File: config.mk
export PLATFORM = sky130hd
export DESIGN_NAME = hit_capture
export DESIGN_NICKNAME = d
export VERILOG_FILES = /design/src/rtl/miner_pkg.sv /design/src/rtl/hit_fifo.sv /design/src/rtl/hit_capture.sv
export SDC_FILE = /design/constraint.sdc
export NUM_CORES = 1
export LEC_CHECK = 0
export ABC_AREA = 1
export BUFFER_PORTS_ARGS = -buffer_cell sky130_fd_sc_hd__buf_4
export CORE_MARGIN = 1
export CORE_UTILIZATION = 40
export DETAILED_ROUTE_END_ITERATION = 10
export PLACE_DENSITY = 0.69
export SYNTH_ARGS = -nofsm -noshare
export SYNTH_HDL_FRONTEND = slang
export SYNTH_HIERARCHICAL = 1
export SYNTH_SLANG_ARGS = --single-unit
File: constraint.sdc
create_clock -name clk -period 2.55 [get_ports clk]
set_input_delay 0.3825 -clock clk [delete_from_list [all_inputs] [get_ports clk]]
set_output_delay 0.3825 -clock clk [all_outputs]
set_load 0.01 [all_outputs]
File: src/rtl/miner_pkg.sv
// Shared miner definitions: nonce type, default hit FIFO depth and the
// count-based occupancy classification used by the hit FIFO.
package miner_pkg;

  localparam int unsigned NONCE_W = 32;
  localparam int unsigned HIT_FIFO_DEPTH = 4;

  typedef logic [NONCE_W-1:0] nonce_t;

  // Occupancy class derived purely from the entry count.
  typedef enum logic [1:0] {
    OccEmpty,
    OccPartial,
    OccFull
  } occ_e;

  // Classify an occupancy count against the FIFO depth.
  function automatic occ_e occ_of(input int unsigned cnt, input int unsigned depth);
    occ_e occ;
    if (cnt == 0) begin
      occ = OccEmpty;
    end else if (cnt >= depth) begin
      occ = OccFull;
    end else begin
      occ = OccPartial;
    end
    return occ;
  endfunction

endpackage

File: src/rtl/hit_fifo.sv
// Generic first-word-fall-through register-array FIFO.
// full/empty are derived from the occupancy count, never from pointer
// equality, so the pointers can be plain power-of-two wrapping counters.
// A push while full is accepted only when a pop frees a slot that same cycle.
// DEPTH must be a power of two and at least 2.
module hit_fifo
  import miner_pkg::*;
#(
  parameter int unsigned WIDTH = NONCE_W,
  parameter int unsigned DEPTH = HIT_FIFO_DEPTH,
  localparam int unsigned PTR_W = $clog2(DEPTH),
  localparam int unsigned CNT_W = PTR_W + 1
) (
  input  logic             clk,
  input  logic             n_rst,
  input  logic             clear,
  input  logic             push,
  input  logic [WIDTH-1:0] wdata,
  input  logic             pop,
  output logic [WIDTH-1:0] rdata,
  output logic [CNT_W-1:0] count,
  output logic             full,
  output logic             empty
);

  logic [WIDTH-1:0] mem_q [DEPTH];
  logic [WIDTH-1:0] mem_d [DEPTH];
  logic [PTR_W-1:0] wptr_q, wptr_d;
  logic [PTR_W-1:0] rptr_q, rptr_d;
  logic [CNT_W-1:0] count_q, count_d;

  occ_e occ;
  logic push_ok;
  logic pop_ok;

  // Occupancy class and qualified push/pop strobes.
  always_comb begin
    occ     = occ_of(int'(count_q), DEPTH);
    empty   = (occ == OccEmpty);
    full    = (occ == OccFull);
    pop_ok  = pop & ~empty;
    // A full FIFO still takes a write when the head leaves in the same cycle.
    push_ok = push & (~full | pop_ok);
  end

  // Next-state for storage, pointers and count; clear overrides everything.
  always_comb begin
    mem_d   = mem_q;
    wptr_d  = wptr_q;
    rptr_d  = rptr_q;
    count_d = count_q;
    if (clear) begin
      wptr_d  = '0;
      rptr_d  = '0;
      count_d = '0;
    end else begin
      if (push_ok) begin
        mem_d[wptr_q] = wdata;
        wptr_d        = wptr_q + PTR_W'(1);
      end
      if (pop_ok) begin
        rptr_d = rptr_q + PTR_W'(1);
      end
      unique case ({push_ok, pop_ok})
        2'b10:   count_d = count_q + CNT_W'(1);
        2'b01:   count_d = count_q - CNT_W'(1);
        default: count_d = count_q;
      endcase
    end
  end

  // State registers.
  always_ff @(posedge clk or negedge n_rst) begin
    if (!n_rst) begin
      for (int i = 0; i < int'(DEPTH); i++) begin
        mem_q[i] <= '0;
      end
      wptr_q  <= '0;
      rptr_q  <= '0;
      count_q <= '0;
    end else begin
      mem_q   <= mem_d;
      wptr_q  <= wptr_d;
      rptr_q  <= rptr_d;
      count_q <= count_d;
    end
  end

  // Head falls through; forced to zero while empty so stale data never leaks.
  always_comb begin
    count = count_q;
    rdata = empty ? '0 : mem_q[rptr_q];
  end

`ifndef SYNTHESIS
  // Occupancy can never exceed the array size.
  assert property (@(posedge clk) disable iff (!n_rst) count_q <= CNT_W'(DEPTH));

  // Head is held while it is waiting to be accepted.
  assert property (@(posedge clk) disable iff (!n_rst)
                   (!empty && !pop && !clear) |=> $stable(rdata));
`endif

endmodule

File: src/rtl/hit_capture.sv
// Winner capture stage after the target comparator.
// Qualifies the comparator result with the SHA-done strobe, buffers the nonce of
// every winning hash in a FWFT FIFO offered over valid/ready, and raises a
// sticky overflow flag when a winner is dropped because the FIFO is full.
// Optional feature: define HIT_CAPTURE_STATS_EN to add a saturating 32-bit
// hit_count output that counts every qualified hit, dropped ones included.
module hit_capture
  import miner_pkg::*;
#(
  parameter int unsigned NONCE_W = miner_pkg::NONCE_W,
  parameter int unsigned DEPTH   = HIT_FIFO_DEPTH,
  localparam int unsigned CNT_W  = $clog2(DEPTH) + 1
) (
  input  logic               clk,
  input  logic               n_rst,
  input  logic               clear,
  input  logic               hash_done,
  input  logic               valid,
  input  logic [NONCE_W-1:0] nonce_in,
  output logic [NONCE_W-1:0] out_nonce,
  output logic               out_valid,
  input  logic               out_ready,
  output logic [CNT_W-1:0]   count,
`ifdef HIT_CAPTURE_STATS_EN
  output logic [31:0]        hit_count,
`endif
  output logic               overflow
);

  logic hit;
  logic pop;
  logic fifo_full;
  logic fifo_empty;
  logic overflow_q, overflow_d;

  // Hit qualification and consumer handshake.
  always_comb begin
    hit       = hash_done & valid;
    out_valid = ~fifo_empty;
    pop       = out_valid & out_ready;
  end

  hit_fifo #(
    .WIDTH (NONCE_W),
    .DEPTH (DEPTH)
  ) u_hit_fifo (
    .clk   (clk),
    .n_rst (n_rst),
    .clear (clear),
    .push  (hit),
    .wdata (nonce_in),
    .pop   (pop),
    .rdata (out_nonce),
    .count (count),
    .full  (fifo_full),
    .empty (fifo_empty)
  );

  // Overflow sets on a hit that finds the FIFO full with no pop making room.
  always_comb begin
    overflow_d = overflow_q;
    if (clear) begin
      overflow_d = 1'b0;
    end else if (hit && fifo_full && !pop) begin
      overflow_d = 1'b1;
    end
  end

  // Sticky overflow register.
  always_ff @(posedge clk or negedge n_rst) begin
    if (!n_rst) begin
      overflow_q <= 1'b0;
    end else begin
      overflow_q <= overflow_d;
    end
  end

  assign overflow = overflow_q;

`ifdef HIT_CAPTURE_STATS_EN
  logic [31:0] hit_count_q, hit_count_d;

  // Saturating hit counter; clear beats a same-cycle hit.
  always_comb begin
    hit_count_d = hit_count_q;
    if (clear) begin
      hit_count_d = '0;
    end else if (hit && (hit_count_q != 32'hFFFF_FFFF)) begin
      hit_count_d = hit_count_q + 32'd1;
    end
  end

  // Hit counter register.
  always_ff @(posedge clk or negedge n_rst) begin
    if (!n_rst) begin
      hit_count_q <= '0;
    end else begin
      hit_count_q <= hit_count_d;
    end
  end

  assign hit_count = hit_count_q;
`endif

endmodule

==> impl_results.md <==
- Fillers: 1,507
- Total negative slack: 0 ps
- Post-detailed-placement cell area: 0.007084 mm^2
- Initial antenna violation count: 0
- Synth cell types: 24
- Share of layout cells above drive strength 1: 18.90%
- Cells along the critical path: buf_4, nor2_1, nor2_1, o21ai_0, a21oi_1, buf_4
- Cells after DPL: 1,014
- Number of hold violations in the final report: 0
- Setup Viol. Count Final: 0
- DR WL/cell: 14.37 um
- Routed Antenna Nets: 0
- Clk_lat worst skew: 420 ps
- N_diodes: 0
- Filler-free cell count of the finished design: 1,047
- Actual slew at the worst max-slew pin: 475.4 ps
- Final Util: 50.41%
- Commonest non-fill, non-tap cells in the layout: nand2_1 (147), dfrtp_1 (135), nor2_1 (130), o21ai_1 (104), buf_4 (85)
- Area contributors post-synth: dfrtp_1 (53%), nand2_1 (8.6%), o21ai_1 (8.1%), nor2_1 (7.6%), o21ai_0 (5.2%)
- Sequential share of the synthesized area: 52.91%
- HP Class: input port to register
- First-pass GRT wire length: 25,010 um
- Adder-cell share of the synthesized area: 1.089%
- Post-CTS setup buffers: 0
- Port Buffer Count: 74
- Tmin final: 2379 ps
- Final Wtd Congestion: 0.7634
- Largest net degree at the start of global routing: 54
- XOR/XNOR share of the synthesized area: 0.1362%
- WHS Endpoint: overflow$_DFFE_PN0P_
- Gr usage total: 19.69%
- CTS buffer count: 17
- Syn nets: 803
- RR Endpoint: u_hit_fifo/count[2]$_DFFE_PN0P_
- Dpl hpwl: 9079 um
- Mean Syn Cell Area: 8.464 um^2
- Status: completed
- Vias per cell: 4.915
- CTS clock-pin slew for the worst setup and hold paths: 60 ps
- Crit path required time: 2170 ps
- Initial Util: 41.70%
- Max Cap Viol: 0
- Die Span Y: 128.8 um
- R2R Setup Slk: 350 ps
- # H-tree levels: 4
- Post-synthesis async set-or-reset flop share: 100.0%
- Post-Layout Inst Area: 0.007776 mm^2
- Commonest register cell after synthesis: dfrtp_1
- CTS tree: done
- Maximum vdd drop: 0.0007336 V
- I/O pin cnt: 75
- CTS root buffer: clkbuf_16
- Critical path origin: u_hit_fifo/rptr_q[0]$_DFFE_PN0P_
- First-pass DRT Iterations: 5
- Worst hold stages: 2
- Fmax: 420.3 MHz
- Critical path's slowest cell: dfrtp_2
- Vias: 5,146
- Pwr per Cell Area: 824.3 mW/mm^2
- Top cell type's share of synthesized area: 52.91%
- Max incr delay on CP: 530 ps
- Total Wirelength: 15,040 um
- Simple-gate share of the synthesized area: 17.82%
- CTS max path bufs: 2
- Post-synth top area cell: dfrtp_1
- Max-slew headroom: 68.31%
- Die area: 0.01659 mm^2
- Commonest non-fill, non-tap cell in the layout: nand2_1
- Overall Power: 6.410 mW
- Area growth, synth to finish: 20.89%
- Mux share of post-synthesis cell area: 0%
- Worst R2R Start: u_hit_fifo/count[0]$_DFFE_PN0P_
- Core Footprint: 0.01543 mm^2
- Unrepaired setup endpoints after global routing: false
- Fin. max-slew vios: 0
- Synthesized area: 0.006432 mm^2
- DRC: 0
- Clock Skew: 8.396 ps
- Hold Path Origin: clear
- P_leak: 3.772 nW
- WP data arrival: 2000 ps
- Synth Warn #: 6
- Num rows: 45
- Final #Nets: 866
- Post-Synthesis Cells: 760
- Startpoint Class: register
- Clk sinks: 136
- Synth Area in Compound Gates: 19.43%
- EDFF count, synth: 0
- Vias in the first global route: 4,943
- CP endpoint kind: primary output
- Largest family of logic cells by synthesized area: compound AO/OA/AOI/OAI gates
- Final period util: 93.30%
- Critical Setup Path Class: register to primary output
- Gr ovfl total: 0
- FF+latch count, synth: 136
- DIE WIDTH: 128.8 um
- Starting DRT DRC Count: 377
- Max FO, Critical Path: 23
- R2R cell count: 15
## through the flow
step / hold slack (ps) / setup WS [ps]
after floorplan: 86.91 / 52.40
final: 184.3 / 170.7
after global placement: 348.8 / 427.1
after global routing: 177.6 / 12.47
after detailed placement: 350.9 / 318.0
after CTS: 159.0 / 48.79
## power by group
part	total (mW)	switching, mW	internal, mW
clock network	2.82	0.928	1.89
registers	2.69	0.179	2.51
logic	0.907	0.515	0.393
total	6.41	1.62	4.79
## critical path: cells and delay by family (launching register included)
family                 cells  cell delay [ps]
buffers and inverters      2              520
AO/OA/AOI/OAI              2              360
flip-flops                 1              530
AND/OR/NAND/NOR            2              170
## worst max path at each step
stage | endpoint | slack, ps | depth (start not counted)
after floorplan | u_hit_fifo/count[2]$_DFFE_PN0P_ | 50 | 16
after global placement | u_hit_fifo/count[2]$_DFFE_PN0P_ | 430 | 15
after detailed placement | u_hit_fifo/count[2]$_DFFE_PN0P_ | 320 | 15
after CTS | out_nonce[1] | 50 | 6
after global routing | out_nonce[28] | 10 | 6
final | out_nonce[28] | 170 | 6
## cells in the mapped netlist, types with 4 or more instances
cell type and n:
ha_1 4, a21oi_1 35, buf_6 23, nand2_4 4, dfrtp_1 136, o21ai_2 24
o21ai_1 104, clkbuf_1 13, buf_1 4, buf_2 8, nand2_1 147, inv_1 45
nor2_1 130, o21ai_0 67
## metal layers
| metal | part of all wire (%) | track usage, % |
|---|---|---|
| met3 | 4.2 | 5.114 |
| met5 | 0 | 0 |
| met1 | 47 | 26.00 |
| met2 | 48 | 31.35 |
| met4 | 0.88 | 6.990 |
## flip-flops by register name, indices dropped and copies added, names as in the netlist
name / count
u_hit_fifo/count: 3
overflow: 1
u_hit_fifo/mem_q: 128
u_hit_fifo/rptr_q: 2
u_hit_fifo/wptr_q: 2
## kinds of logic (layout without fill, tap and decap cells)
logic type | Yosys count | in the layout
flip-flops | 136 | 136
AO/OA/AOI/OAI | 231 | 231
buffers and inverters | 98 | 174
adder cells (fa/ha/maj) | 5 | 5
XOR/XNOR | 1 | 1
AND/OR/NAND/NOR | 289 | 289
## area by class of cell
cell class	count	area, um^2	area share, %
clock buffers	21	460.4	5.921
clock inverters	11	217.7	2.800
inverters	49	183.9	2.365
multi-input cells	526	2475	31.83
flip-flops and latches	136	3405	43.78
well taps	211	264.0	3.395
repair buffers	93	770.7	9.911
## what timing repair did
action | CTS | global route
endpoints found under the setup margin | 0 | 2
gates resized for setup | 0 | 1
hold endpoints to repair | 44 | 0
hold buffers | 1 | 0
(Power assumes the default switching activity.)
